==> src/rtl/spartan_arbiter.sv <==
// Four-master, one-slave Spartan bus arbiter: round-robin, locked for a full
// request packet plus its matching response packet, one transaction in flight.
module spartan_arbiter #(
  parameter int BWIDTH = 64
) (
  input  logic                    CLK,
  input  logic                    RST,
  input  logic [4*(BWIDTH+2)-1:0] SpMBUS_M,
  input  logic [3:0]              SpMVLD_M,
  output logic [3:0]              SpMRDY_M,
  output logic [BWIDTH+1:0]       SpSBUS_M,
  output logic [3:0]              SpSVLD_M,
  input  logic [3:0]              SpSRDY_M,
  output logic [BWIDTH+1:0]       SpMBUS_S,
  output logic                    SpMVLD_S,
  input  logic                    SpMRDY_S,
  input  logic [BWIDTH+1:0]       SpSBUS_S,
  input  logic                    SpSVLD_S,
  output logic                    SpSRDY_S,
  output logic [3:0]              GNT
);

  localparam int BW = BWIDTH + 2;

  typedef enum logic [1:0] {
    S_IDLE = 2'd0,
    S_REQ  = 2'd1,
    S_RSP  = 2'd2
  } state_t;

  state_t     r_state;
  state_t     w_state_next;
  logic [3:0] r_gnt;
  logic [3:0] w_gnt_next;
  logic [1:0] r_last;
  logic [1:0] w_last_next;

  logic [3:0]    w_rot_req;
  logic [1:0]    w_rot_idx;
  logic          w_any_req;
  logic [1:0]    w_winner;
  logic [BW-1:0] w_req_slice [4];
  logic [BW-1:0] w_req_beat;
  logic          w_in_req;
  logic          w_in_rsp;
  logic          w_mvld_g;
  logic          w_srdy_g;
  logic          w_req_xfer;
  logic          w_rsp_xfer;

  assign w_in_req = (r_state == S_REQ);
  assign w_in_rsp = (r_state == S_RSP);

  // Requests rotated so bit 0 is the master just after the previous winner.
  genvar gi;
  generate
    for (gi = 0; gi < 4; gi++) begin : g_master
      assign w_rot_req[gi]   = SpMVLD_M[r_last + 2'(gi + 1)];
      assign w_req_slice[gi] = SpMBUS_M[gi*BW +: BW] & {BW{r_gnt[gi]}};
      assign SpMRDY_M[gi]    = w_in_req & r_gnt[gi] & SpMRDY_S;
      assign SpSVLD_M[gi]    = w_in_rsp & r_gnt[gi] & SpSVLD_S;
    end
  endgenerate

  assign w_any_req = |w_rot_req;

  always_comb begin
    w_rot_idx = 2'd3;
    if (w_rot_req[0])      w_rot_idx = 2'd0;
    else if (w_rot_req[1]) w_rot_idx = 2'd1;
    else if (w_rot_req[2]) w_rot_idx = 2'd2;
  end

  assign w_winner = r_last + 2'd1 + w_rot_idx;

  // Grant is one-hot, so an AND-OR mux selects the owner's request beat.
  always_comb begin
    w_req_beat = '0;
    for (int i = 0; i < 4; i++) begin
      w_req_beat = w_req_beat | w_req_slice[i];
    end
  end

  assign w_mvld_g   = |(SpMVLD_M & r_gnt);
  assign w_srdy_g   = |(SpSRDY_M & r_gnt);
  assign w_req_xfer = w_in_req & w_mvld_g & SpMRDY_S;
  assign w_rsp_xfer = w_in_rsp & SpSVLD_S & w_srdy_g;

  always_ff @(posedge CLK) begin
    if (RST) begin
      r_state <= S_IDLE;
      r_gnt   <= 4'b0000;
      r_last  <= 2'd3;
    end else begin
      r_state <= w_state_next;
      r_gnt   <= w_gnt_next;
      r_last  <= w_last_next;
    end
  end

  always_comb begin
    w_state_next = r_state;
    w_gnt_next   = r_gnt;
    w_last_next  = r_last;
    case (r_state)
      S_IDLE: begin
        if (w_any_req) begin
          w_state_next = S_REQ;
          w_gnt_next   = 4'b0001 << w_winner;
          w_last_next  = w_winner;
        end
      end
      S_REQ: begin
        if (w_req_xfer && w_req_beat[BW-1]) begin
          w_state_next = S_RSP;
        end
      end
      S_RSP: begin
        if (w_rsp_xfer && SpSBUS_S[BW-1]) begin
          w_state_next = S_IDLE;
          w_gnt_next   = 4'b0000;
        end
      end
      default: begin
        w_state_next = S_IDLE;
        w_gnt_next   = 4'b0000;
      end
    endcase
  end

  // Slave responses outside RSP see SpSRDY_S=0 and simply wait.
  assign SpMBUS_S = w_in_req ? w_req_beat : '0;
  assign SpMVLD_S = w_in_req & w_mvld_g;
  assign SpSBUS_M = w_in_rsp ? SpSBUS_S : '0;
  assign SpSRDY_S = w_in_rsp & w_srdy_g;
  assign GNT      = r_gnt;

endmodule

==> config.mk <==
export PLATFORM = sky130hd
export DESIGN_NAME = spartan_arbiter
export DESIGN_NICKNAME = d
export VERILOG_FILES = /design/src/rtl/spartan_arbiter.sv
export SDC_FILE = /design/constraint.sdc
export NUM_CORES = 1
export LEC_CHECK = 0
export BUFFER_PORTS_ARGS = -buffer_cell sky130_fd_sc_hd__buf_2
export CAP_MARGIN = 10
export CORE_AREA = 5 5 188 190
export DETAILED_ROUTE_END_ITERATION = 10
export DIE_AREA = 0 0 193 195
export HOLD_SLACK_MARGIN = 0.03
export MAX_ROUTING_LAYER = met4
export PLACE_DENSITY_LB_ADDON = 0.1
export SLEW_MARGIN = 20
export SYNTH_ARGS = -nofsm -noshare
export SYNTH_HDL_FRONTEND = slang
export SYNTH_SLANG_ARGS = --single-unit
==> constraint.sdc <==
create_clock -name CLK -period 3.8 [get_ports CLK]
set_clock_uncertainty 0.2 [all_clocks]
set_input_delay 0.19 -clock CLK [delete_from_list [all_inputs] [get_ports CLK]]
set_output_delay 0.19 -clock CLK [all_outputs]
set_load 0.01 [all_outputs]
# After elaboration in Yosys (flattened, before gate mapping)
# Cells that the tools add are included.
[word_totals] output_inout_bits=146 regBits=8 input_bits=342 word_cells=77
[op_classes] shifts=1 n_mux=20 reduce_logical=9 order_cmp=4 bitwise_logic=31 n_addsub=4 n_eq_ne=5
[ops] operator="66-bit bitwise AND" n=4
[ops] operator="66-bit OR" n=3
[ops] operator="66-bit two-way mux" n=2
[ops] operator="1-bit bitwise AND" n=21
[ops] operator="2-bit by 3-bit less-than comparator with 1-bit output (second input constant)" n=4
[ops] operator="4-bit case mux with 3 select lines" n=1
[ops] operator="4-bit OR reduction" n=3
[ops] operator="2-bit two-way mux" n=5
[ops] operator="4-bit bitwise AND" n=2
[ops] operator="1-bit binary-select mux with 2-bit select" n=4
[ops] operator="4-bit two-way mux" n=2
[ops] operator="2-bit case mux with 3 select lines" n=1
[ops] operator="3-bit AND reduction" n=2
[ops] operator="1-bit two-way mux" n=5
[ops] operator="2-bit adder (second input constant)" n=2
[ops] operator="2-bit by 1-bit inequality test with 1-bit output (second input constant)" n=2
[ops] operator="1-bit by 2-bit left shift with 4-bit output (first input constant)" n=1
[ops] operator="2-bit by 1-bit adder with 2-bit output (second input constant)" n=1
[ops] operator="2-bit adder" n=1
[ops] operator="2-bit by 1-bit == test with 1-bit output (second input constant)" n=1
[ops] operator="2-bit == test (second input constant)" n=1
[ops] operator="1-bit logical AND" n=2
[ops] operator="2-bit logical NOT" n=1
[ops] operator="2-bit inequality test (second input constant)" n=1
[ops] operator="2 further kinds" n=2

# Logic depth before layout (Yosys ltp)
# Gate-level depths: netlist (run 1).
[depth] word_depth=10 ltp_mapped=7 depth_no_buf=7

# Worst setup path after synthesis (run 1)
# No wires, ideal clock.
[synth_path] path_kind="reg2reg" startpoint="register r_last[0]" endpoint="register r_gnt[0] (netlist: GNT[0])" path_stages_with_launch=8 slack_ns=1.945 arrival_ns=1.585 path_cell_list="dfxtp_1 > inv_1 > nor3b_1 > o21ai_0 > o211ai_1 > ha_1 > or3_1 > o2bb2ai_1"
[synth_via] elab_chain_len=10 word_cells_on_any_way=21
[synth_rtl] element="from (decl)" line="35" rtl="logic [1:0] r_last;"
[synth_rtl] element="from (signal assigned)" line="97" rtl="r_last <= w_last_next;"
[synth_rtl] element="2-bit adder" line="58" rtl="assign w_rot_req[gi] = SpMVLD_M[r_last + 2'(gi + 1)];"
[synth_rtl] element="1-bit binary-select mux with 2-bit select" line="58"
[synth_rtl] element="1-bit two-way mux (implied by the code)" line="58"
[synth_rtl] element="1-bit two-way mux" line="71" rtl="else if (w_rot_req[2]) w_rot_idx = 2'd2;"
[synth_rtl] element="2-bit two-way mux" line="70" rtl="else if (w_rot_req[1]) w_rot_idx = 2'd1;"
[synth_rtl] element="2-bit two-way mux" line="69" rtl="if (w_rot_req[0]) w_rot_idx = 2'd0;"
[synth_rtl] element="2-bit adder (*)" line="74" rtl="assign w_winner = r_last + 2'd1 + w_rot_idx;"
[synth_rtl] element="net w_winner[0]" line="41" rtl="logic [1:0] w_winner;"
[synth_rtl] element="1-bit by 2-bit left shift with 4-bit output (*)" line="109" rtl="w_gnt_next = 4'b0001 << w_winner;"
[synth_rtl] element="4-bit two-way mux (*)" line="107" rtl="if (w_any_req) begin"
[synth_rtl] element="4-bit case mux with 3 select lines (*)" line="105" rtl="case (r_state)"
[synth_rtl] element="to (signal assigned)" line="96" rtl="r_gnt <= w_gnt_next;"
[synth_rtl] element="to (decl)" line="33" rtl="logic [3:0] r_gnt;"
# The timed path passes the listed nets; every way through them passes the cells marked *. The select of a mux whose other input is x is not followed.
# A chain may end at the register's enable or synchronous reset.

# Worst setup path after layout (run 1)
[layout_path] startpoint="register r_gnt[1] (netlist: GNT[1])" endpoint="output port SpMBUS_S[41]"
[layout_via] elab_chain_len=5
[layout_rtl] element="66-bit bitwise AND" line="59" rtl="assign w_req_slice[gi] = SpMBUS_M[gi*BW +: BW] & {BW{r_gnt[gi]}};"
[layout_rtl] element="66-bit OR (3 in series)" line="80" rtl="w_req_beat = w_req_beat | w_req_slice[i];"
[layout_rtl] element="66-bit two-way mux" line="132" rtl="assign SpMBUS_S = w_in_req ? w_req_beat : '0;"
[layout_rtl] element="to (decl)" line="14" rtl="output logic [BWIDTH+1:0] SpMBUS_S,"
# Every way passes these cells.

==> metrics.md, run 1 <==
| Metric | Value |
|---|---|
| Hold Path Class | `input port to flip-flop` |
| Drt via density | `roughly 3.9` |
| Final instance area | `5500 um2` |
| Outcome | `finished clean` |
| Count of cell types in the netlist | `36` |
| Worst Path Max Fanout | `41` |
| CTS tree | `built` |
| Most frequent cells in the layout | `buf_2, a22oi_1, a21oi_1` |
| Clock period minus worst slack | `2.65 ns` |
| GRT Max-Usage Layer | `met2` |
| Clk Latency, worst-skew pair | `about 0.23 ns` |
| Fraction of layout cells with a size suffix above 1 | `60.9%` |
| Post-layout net count | `between 1000 and 1500` |
| Via count | `just under 5000` |
| Initial Util | `under 10%` |
| Max frequency | `0.378 GHz` |
| Vias in the first global route | `just over 5000` |
| FILL cells | `3896` |
| Max clock buf depth | `2` |
| Clock-pin slew on the worst setup and hold paths | `around 0.040 ns` |
| Pwr per Cell Area | `about 210 nW/um2` |
| CTS Hold Bufs | `0` |
| PostCTS Resize Cnt | `0` |
| Post-DP HPWL | `18200 um` |
| Final Cycle Share | `69.6%` |
| CP arrival | `approximately 2.3 ns` |
| Commonest non-fill, non-tap cell in the layout | `buf_2` |
| M2 GR Usage | `a little over a fifth` |
| Syn nets | `between 700 and 800` |
| Worst setup margin | `~1.2 ns` |
| Die area | `37600 um2` |
| First-pass GRT wire length | `between 30000 and 40000 um` |
| Row Count | `between 60 and 70` |
| Final TNS setup | `0 ns` |
| Dpl cells | `roughly 1300` |
| Clock Sinks | `8` |
| Routed WL per cell | `17.3 um` |
| WS Path Type | `flip-flop to output port` |
| Area growth syn-to-layout | `119%` |
| LEAKAGE | `approximately 2.9 nW` |
| Worst path slowest cell | `dfxtp_2` |
| Synthesized instance count | `about 380` |
| Drt drc | `0` |
| Max-Cap Viols | `0` |
| Die Y | `a little under 200 um` |
| Worst Max-Slew Pin Slew | `between 0.8 and 0.9 ns` |
| Num CTS Buffers | `3` |
| CTS root buffer | `clkbuf_16` |
| Slew headroom | `42.9%` |
| Final setup fails | `0` |
| Htree depth | `1` |
| Number of enable flip-flop cells after synthesis | `0` |
| Worst Path Required | `about 3.4 ns` |
| Post-layout util | `between 10% and 20%` |
| RSZ-0062 raised after global routing | `no` |
| Grt ovf | `0` |
| Worst Setup Start Kind | `flip-flop` |
| Slowest stage delay, CP | `between 0.8 and 0.9 ns` |
| Most used DFF post-synth | `dfxtp_1` |
| DIE WIDTH | `193 um` |
| Largest net degree at the start of global routing | `55` |
| Worst Setup End Kind | `output port` |
| GR Util All Layers | `10.5%` |
| Worst path cell trace | `buf_4 -> a22oi_1 -> a21oi_1 -> buf_2` |
| Post-CTS Setup Bufs | `0` |
| Placement Cell Area | `between 5000 and 6000 um2` |
| Post-synthesis cell area | `2510 um2` |
| Antenna violations before repair | `5` |
| Aggregate routed wire length | `between 20000 and 25000 um` |
| Initial drt markers | `about 180` |
| Fin cells | `~1300` |
| Pre-Repair DR Iteration Count | `4` |
| Routed Antenna Nets | `0` |
| Core area | `33300 um2` |
| Async set or reset register ratio after synthesis | `0%` |
| Post-synthesis sequential area ratio | `6.38%` |
| Routability Congestion | `~0.74` |
| Count of pins over their slew limit | `0` |
| Mean Syn Cell Area | `6.55 um2` |
| Synth warn | `0` |
| Pre-CTS WS | `between 1 and 1.5 ns` |
| Met3 Usage GRT | `approximately 1.6%` |
| Worst vdd ir | `roughly 0.000095 V` |
| Hold Vio Cnt, Final | `0` |
| Grt met1 use | `between 10% and 20%` |
| Yosys reg bits | `8` |
| Top Ports | `around 490` |
| I/O Buffers | `around 500` |
metrics by stage:
stage / hold slack [ns] / total power, W
final: 0.0460 / 0.00115
after global routing: 0.0724 / 0.00124
after CTS: 0.0384 / 0.00117
after detailed placement: 0.279 / 0.000983
after global placement: 0.277 / 0.000996
after floorplan: 0.142 / 0.000550
worst max-delay path: cells and delay by family (launching register included):
| kind | cells | cell delay [ns] |
|---|---|---|
| compound gates | 2 | 0.37 |
| buf+inv | 2 | 0.75 |
| flops | 1 | 0.87 |
report_power, final:
| part | internal, W | switching [W] | leakage [nW] |
|---|---|---|---|
| clock network | 0.000136 | 0.0000424 | 0.0370 |
| registers | 0.0000966 | 0.0000614 | 0.0676 |
| logic | 0.000377 | 0.000433 | 2.78 |
| total | 0.000609 | 0.000537 | 2.88 |
flip-flops by register name, summed over array words and instances, names as in the netlist:
name	count
r_state	2
r_last	2
GNT	4
layout make-up:
class / instances / area, um2 / area share (%)
Antenna cell: 3 / 7.51 / 0.136
Timing Repair Buffer: 498 / 2520 / 45.8
Tap cell: 448 / 561 / 10.2
Clock buffer: 3 / 75.1 / 1.36
Multi-Input combinational cell: 325 / 2170 / 39.4
Sequential cell: 8 / 165 / 3.00
Inverter: 2 / 7.51 / 0.136
final timing paths:
path	to	slack, ns	startpoint	depth (start not counted)
worst max register to register	r_state[0]	1.63	GNT[1]	4
worst min-delay path	r_state[1]	0.05	RST	2
worst max-delay path	SpMBUS_S[41]	1.15	GNT[1]	4
worst min register to register	r_state[0]	0.37	r_state[1]	1
cell families after synthesis:
| kind of cell | synth area share, % |
|---|---|
| simple gates | 24.3 |
| xor+xnor | 1.10 |
| mux | 0.897 |
| buf+inv | 7.68 |
| compound gates | 59.2 |
| fa+ha+maj | 0.498 |
| flops | 6.38 |
cells in the mapped netlist, types with 2 or more instances:
cell type / count / area, um2
a21oi_1: 70 / 350
a22o_1: 2 / 17.5
a22oi_1: 135 / 1010
and2_1: 67 / 419
and3_1: 9 / 56.3
buf_1: 6 / 22.5
buf_2: 4 / 20.0
clkbuf_1: 38 / 143
dfxtp_1: 8 / 160
inv_1: 2 / 7.51
nand2_1: 2 / 7.51
nand3_1: 2 / 10.0
nor2_1: 7 / 26.3
nor2b_1: 3 / 18.8
nor3_1: 2 / 10.0
nor3b_1: 2 / 15.0
o21ai_0: 4 / 20.0
o2bb2ai_1: 2 / 17.5
metal layers:
layer	vias up	routed length, um
li1	2403	-
met1	2233	8090
met2	313	11900
met3	6	2200
met4	0	99
met5	-	0
No activity file was read; power rests on OpenSTA's default activity.
==> inputs of run 2 (changes only) <==
Settings changed: ABC_AREA from default to 1, CORE_AREA 5 5 188 190 to 5 5 185 187, DIE_AREA 0 0 193 195 to 0 0 190 192.
Clock period 3.8 ns to 2.65 ns, I/O delays scaled along.
==> run 2 against run 1 <==
Sequential share of layout area decreased by 0.27 points. Sequential cell count unchanged. First-iteration DRC count increased by 60%. Critical endpoint is now SpSBUS_M[1]. Largest cell class unchanged. Largest power group unchanged. Highest routed layer unchanged.
==> metrics.md, run 2 <==
| Metric | Value |
|---|---|
| Num CTS Buffers | `3` |
| Hold EP | `r_state[1]` |
| Clock-pin slew on the worst setup and hold paths | `approximately 0.040 ns` |
| Hold_sp | `SpMBUS_M[263]` |
| Async set or reset register ratio after synthesis | `0%` |
| Max frequency | `0.471 GHz` |
| Power consumption | `approximately 0.0043 W` |
| Syn nets | `between 900 and 1000` |
| Reg2Reg Setup Slack | `between 0.5 and 0.6 ns` |
| Pwr per Cell Area | `slightly above 700 nW/um2` |
| CP arrival | `1.79 ns` |
| Yosys top cell by area | `nand2_1` |
| GR Util All Layers | `12.6%` |
| Pre-Repair DR Iteration Count | `4` |
| Post-synthesis sequential area ratio | `5.31%` |
| Clock period minus worst slack | `2.12 ns` |
| Grt ovf | `0` |
| Worst Setup Start Kind | `flip-flop` |
| Max reg flops | `4` |
| Routed Antenna Nets | `0` |
| Clock Sinks | `8` |
| Largest net degree at the start of global routing | `73` |
| Htree depth | `1` |
| Synth warn | `0` |
| LEAKAGE | `~3.3 nW` |
| Area growth syn-to-layout | `100%` |
| Max clock buf depth | `2` |
| Routability Congestion | `between 0.8 and 0.9` |
| Post-DP HPWL | `approximately 21000 um` |
| Via count | `slightly below 6000` |
| Post-layout net count | `about 1500` |
| Outcome | `finished clean` |
| Most frequent cells in the layout | `buf_2, nand2_1, nor2_1` |
| Mean Syn Cell Area | `between 4 and 5 um2` |
| Worst Path Required | `between 2 and 2.5 ns` |
| Post-synthesis cell area | `3020 um2` |
| Worst Path Max Fanout | `47` |
| Die Y | `between 150 and 200 um` |
| Vias in the first global route | `between 5000 and 6000` |
| Routed WL per cell | `between 15 and 20 um` |
| Hold path cells | `5` |
| Worst Setup End Kind | `output port` |
| Synth top area share | `39.7%` |
| Count of pins over their slew limit | `0` |
| Synthesized instance count | `about 650` |
| Cell with the most instances after synthesis | `nand2_1` |
| CTS root buffer | `clkbuf_16` |
| Commonest non-fill, non-tap cell in the layout | `buf_2` |
| Post-layout util | `a little under a fifth` |
| Row Count | `66` |
| Antenna violations before repair | `2` |
| Die area | `around 36000 um2` |
| Drt via density | `roughly 3.7` |
| Number of enable flip-flop cells after synthesis | `0` |
| Core area | `between 30000 and 40000 um2` |
| CTS tree | `built` |
| Final TNS setup | `0 ns` |
| RSZ-0062 raised after global routing | `no` |
| Synth top area cells | `nand2_1, a41oi_1, nor2_1, inv_1, dfxtp_1` |
| Hold Path Class | `input port to flip-flop` |
| Initial drt markers | `around 290` |
| Aggregate routed wire length | `about 25000 um` |
| WS Path Type | `flip-flop to output port` |
| Final Cycle Share | `roughly 80%` |
| Initial Util | `a little under a tenth` |
| DIE WIDTH | `190 um` |
| Drt drc | `0` |
| Worst reg2reg path startpoint | `r_last[0]` |
| Clk Latency, worst-skew pair | `0.23 ns` |
| Worst vdd ir | `between 0.0003 and 0.0004 V` |
| Max-Cap Viols | `0` |
| FF-to-FF path depth | `12` |
| Yosys reg bits | `8` |
| Most used DFF post-synth | `dfxtp_1` |
| First-pass GRT wire length | `between 30000 and 40000 um` |
| Hold Vio Cnt, Final | `0` |
| Fraction of layout cells with a size suffix above 1 | `between 40% and 50%` |
| Count of cell types in the netlist | `22` |
| Final setup fails | `0` |
| Commonest cells post-synth | `nand2_1, nor2_1, inv_1, a41oi_1, clkbuf_1` |
| Reg-to-reg endpoint | `GNT[0]` |
| PostCTS Resize Cnt | `0` |
| Top Ports | `~500` |
| Slew headroom | `a little under half` |
| Post-CTS Setup Bufs | `0` |
| I/O Buffers | `487` |
| Worst Max-Slew Pin Slew | `0.819 ns` |
==> run 2: cell types whose count changed after synthesis, moves of 67 or more <==
| cell | delta |
|---|---|
| a21oi_1 | -67 |
| nand2_1 | +317 |
| inv_1 | +79 |
| and2_1 | -67 |
| a22oi_1 | -135 |
| nor2_1 | +78 |
==> run 2: layer usage <==
metal  vias up  track usage [%]  routed length, um
li1       2965                -                  -
met1      2558             15.8              10300
met2       231             22.6              13100
met3        14             1.62               1610
met4         0             1.03                202
met5         -                -                  0
==> run 2: kinds of logic after synthesis <==
logic type | Yosys count | share of synthesized area, %
compound gates | 76 | 21.3
buf+inv | 133 | 17.6
simple gates | 431 | 55.4
flops | 8 | 5.31
fa+ha+maj | 1 | 0.415
==> run 2: final cells by class <==
class | count | area (um2)
sequential | 8 | 165
antenna | 3 | 7.51
fill | 3908 | 26200
clock buffer | 3 | 75.1
multi-input combinational | 508 | 2330
tap | 442 | 553
inverter | 85 | 327
timing repair buffer | 501 | 2590
==> run 2: critical path: stages (launching register included) <==
cell and delay [ns]:
dfxtp_1 0.31, inv_1 0.07, nor2_1 0.06, inv_2 0.58
buf_4 0.31, nor2_1 0.06, buf_2 0.13
==> run 2: worst max-delay path by stage <==
stage	slack [ns]	cells past startpoint	end	startpoint
floorplan	0.91	13	GNT[0]	r_last[0]
global placement	0.54	12	GNT[0]	r_last[0]
finish	0.53	6	SpSBUS_M[1]	r_state[1]
global route	0.37	6	SpSBUS_M[38]	r_state[1]
CTS	0.47	6	SpSBUS_M[1]	r_state[1]
detailed placement	0.57	12	GNT[0]	r_last[0]
==> run 2: where the power goes <==
part | total, W | switching (W) | internal, W
sequential | 0.000304 | 0.000121 | 0.000184
combinational | 0.00378 | 0.00246 | 0.00132
clock | 0.000251 | 0.0000568 | 0.000194
total | 0.00434 | 0.00264 | 0.00170
==> run 2: through the flow <==
step	instance area [um2]	cells	setup slack [ns]	hold WS, ns
2_1_floorplan	3020	649	0.914	0.152
3_3_place_gp	5960	1543	0.545	0.233
3_5_place_dp	5960	1543	0.574	0.237
4_1_cts	6040	1547	0.474	0.273
5_1_grt	6050	1549	0.373	0.325
6_report	6050	1550	0.529	0.270
==> run 2: what timing repair did <==
item	4_1_cts	5_1_grt
hold buffers	1	0
endpoints found under the setup margin	0	0
endpoints found under the hold margin	5	0
==> inputs of run 3 (changes only) <==
Clock period 2.65 ns to 1.88 ns, I/O delays scaled along.
==> run 3 against run 2 <==
Via count rose by 0.88%. Register-to-register slack got worse by 0.49 ns. Critical path type unchanged. Non-clock buffer count grew 18. Total power rose by 55%. Largest power group unchanged. Wire length fell by 0.40%. Sequential power increased by 33%.
==> metrics.md, run 3 (same netlist as run 2, synthesis figures left out) <==
| Metric | Value |
|---|---|
| Outcome | `finished clean` |
| Worst Path Max Fanout | `between 50 and 60` |
| Grt ovf | `0` |
| RSZ-0062 raised after global routing | `yes` |
| Clock-pin slew on the worst setup and hold paths | `0.04 ns` |
| Worst Path Required | `between 1.5 and 2 ns` |
| Worst setup margin | `~0.031 ns` |
| Via count | `about 5800` |
| Met3 Usage GRT | `1.58%` |
| Reg-to-reg endpoint | `GNT[0]` |
| Fraction of layout cells with a size suffix above 1 | `between 50 and 60%` |
| Die Y | `approximately 190 um` |
| First-pass GRT wire length | `about 35000 um` |
| Drt via density | `3.71` |
| Max frequency | `roughly 0.54 GHz` |
| Max reg flops | `4` |
| LEAKAGE | `3.45 nW` |
| Commonest non-fill, non-tap cell in the layout | `buf_2` |
| Antenna violations before repair | `2` |
| Htree depth | `1` |
| Top Ports | `488` |
| CP arrival | `1.55 ns` |
| Initial Util | `approximately a tenth` |
| Aggregate routed wire length | `25100 um` |
| Slew headroom | `roughly three quarters` |
| FILL cells | `a little under 4000` |
| Drt drc | `0` |
| Area growth syn-to-layout | `110%` |
| Worst Max-Slew Pin Slew | `around 0.37 ns` |
| Pre-CTS WS | `-0.00790 ns` |
| Pwr per Cell Area | `~1100 nW/um2` |
| Most frequent cells in the layout | `buf_2, nand2_1, nor2_1` |
| M2 GR Usage | `between 20 and 25%` |
| Clock Sinks | `8` |
| Largest net degree at the start of global routing | `between 60 and 70` |
| Reg2Reg Setup Slack | `0.08 ns` |
| Final setup fails | `0` |
| Hold Path Class | `input port to flip-flop` |
| Grt met1 use | `between 10% and 20%` |
| Max-Cap Viols | `0` |
| Routability Congestion | `0.826` |
| Die area | `36500 um2` |
| Final instance area | `between 6000 and 7000 um2` |
| Worst reg2reg path startpoint | `r_last[0]` |
| Row Count | `66` |
| Hold Vio Cnt, Final | `0` |
| Routed Antenna Nets | `0` |
| CTS root buffer | `clkbuf_16` |
| GR Util All Layers | `12.5%` |
| Core area | `32300 um2` |
| Clock period minus worst slack | `roughly 1.8 ns` |
| Clk Latency, worst-skew pair | `roughly 0.23 ns` |
| Post-layout net count | `1468` |
| Initial drt markers | `240` |
| Hold path cells | `6` |
| Vias in the first global route | `slightly below 6000` |
| Max clock buf depth | `2` |
| Worst vdd ir | `between 0.0005 and 0.0006 V` |
| Final Cycle Share | `~98%` |
| Pre-Repair DR Iteration Count | `5` |
| Post-DP HPWL | `between 20000 and 25000 um` |
| Routed WL per cell | `about 16 um` |
| Hold_ws | `0.236 ns` |
| Worst Setup End Kind | `output port` |
| DIE WIDTH | `190 um` |
| WS Path Type | `flip-flop to output port` |
| I/O Buffers | `487` |
| FF-to-FF path depth | `13` |
| Num CTS Buffers | `3` |
| CTS tree | `built` |
| Worst Setup Start Kind | `flip-flop` |
| Final TNS setup | `0 ns` |
| Hold_sp | `SpMBUS_M[263]` |
| Count of pins over their slew limit | `0` |
| Hold EP | `r_state[0]` |
| Placement Cell Area | `~6200 um2` |
| GRT Max-Usage Layer | `met2` |
run 3: cell count changes in the layout (fill, tap and decap cells not counted), moves of 2 or more:
cell and change:
buf_12 +6, dfxtp_1 -2, inv_2 +2, a41oi_2 +5, buf_4 +12, a41oi_1 -5
nand2_2 +9, nand2_1 -10, inv_1 -2, dfxtp_2 +2
run 3: area by class of cell:
| class | instances | area, um2 | area share (%) |
|---|---|---|---|
| flip-flops and latches | 8 | 168 | 2.65 |
| diodes | 2 | 5.00 | 0.0790 |
| repair buffers | 519 | 2810 | 44.3 |
| multi-input cells | 508 | 2400 | 37.9 |
| inverters | 85 | 327 | 5.16 |
| well taps | 442 | 553 | 8.73 |
| clock buffers | 3 | 75.1 | 1.19 |
run 3: report_power, final:
| group | total, W | internal (W) | switching (W) | leakage (nW) |
|---|---|---|---|---|
| logic | 0.00595 | 0.00225 | 0.00370 | 3.35 |
| registers | 0.000403 | 0.000264 | 0.000140 | 0.0672 |
| clock network | 0.000351 | 0.000274 | 0.0000773 | 0.0370 |
run 3: worst max-delay path by stage:
stage                           from      endpoint  slack, ns  cells after the start
after floorplan            r_last[0]        GNT[0]       0.14                     13
after global placement     r_last[0]        GNT[0]     -0.007                     13
after detailed placement   r_last[0]        GNT[0]     -0.008                     13
after CTS                 r_state[0]   SpMBUS_S[2]      0.003                      6
after global routing       r_last[0]        GNT[2]      -0.06                     13
final                     r_state[0]  SpMBUS_S[31]       0.03                      6
run 3: repair_timing:
action                                  CTS  global route
hold endpoints to repair                  6             0
endpoints found under the setup margin    3            44
hold buffers                              1             0
gates resized for setup                   2            20
cloned                                    0             0
buffers inserted                          0             1
pin swaps                                 0             5
run 3: routing by layer:
layer | routed length [um] | part of all wire, %
met5 | 0 | 0
met4 | 167 | 0.67
met3 | 1430 | 5.7
met2 | 13100 | 52
met1 | 10400 | 41
run 3: per-stage QoR:
| stage | power (W) | std cells | util (%) |
|---|---|---|---|
| after global placement | 0.00642 | 1560 | 19.1 |
| after detailed placement | 0.00630 | 1560 | 19.1 |
| after CTS | 0.00670 | 1564 | 19.4 |
| after global routing | 0.00734 | 1567 | 19.6 |
| final | 0.00671 | 1567 | 19.6 |
| after floorplan | 0.00353 | 649 | - |
run 3: critical path, cell delays in order (launching register included):
cell     delay, ns
dfxtp_1       0.34
inv_1         0.08
nor2_2        0.12
inv_2         0.07
buf_12        0.17
a41oi_2       0.28
buf_2         0.18
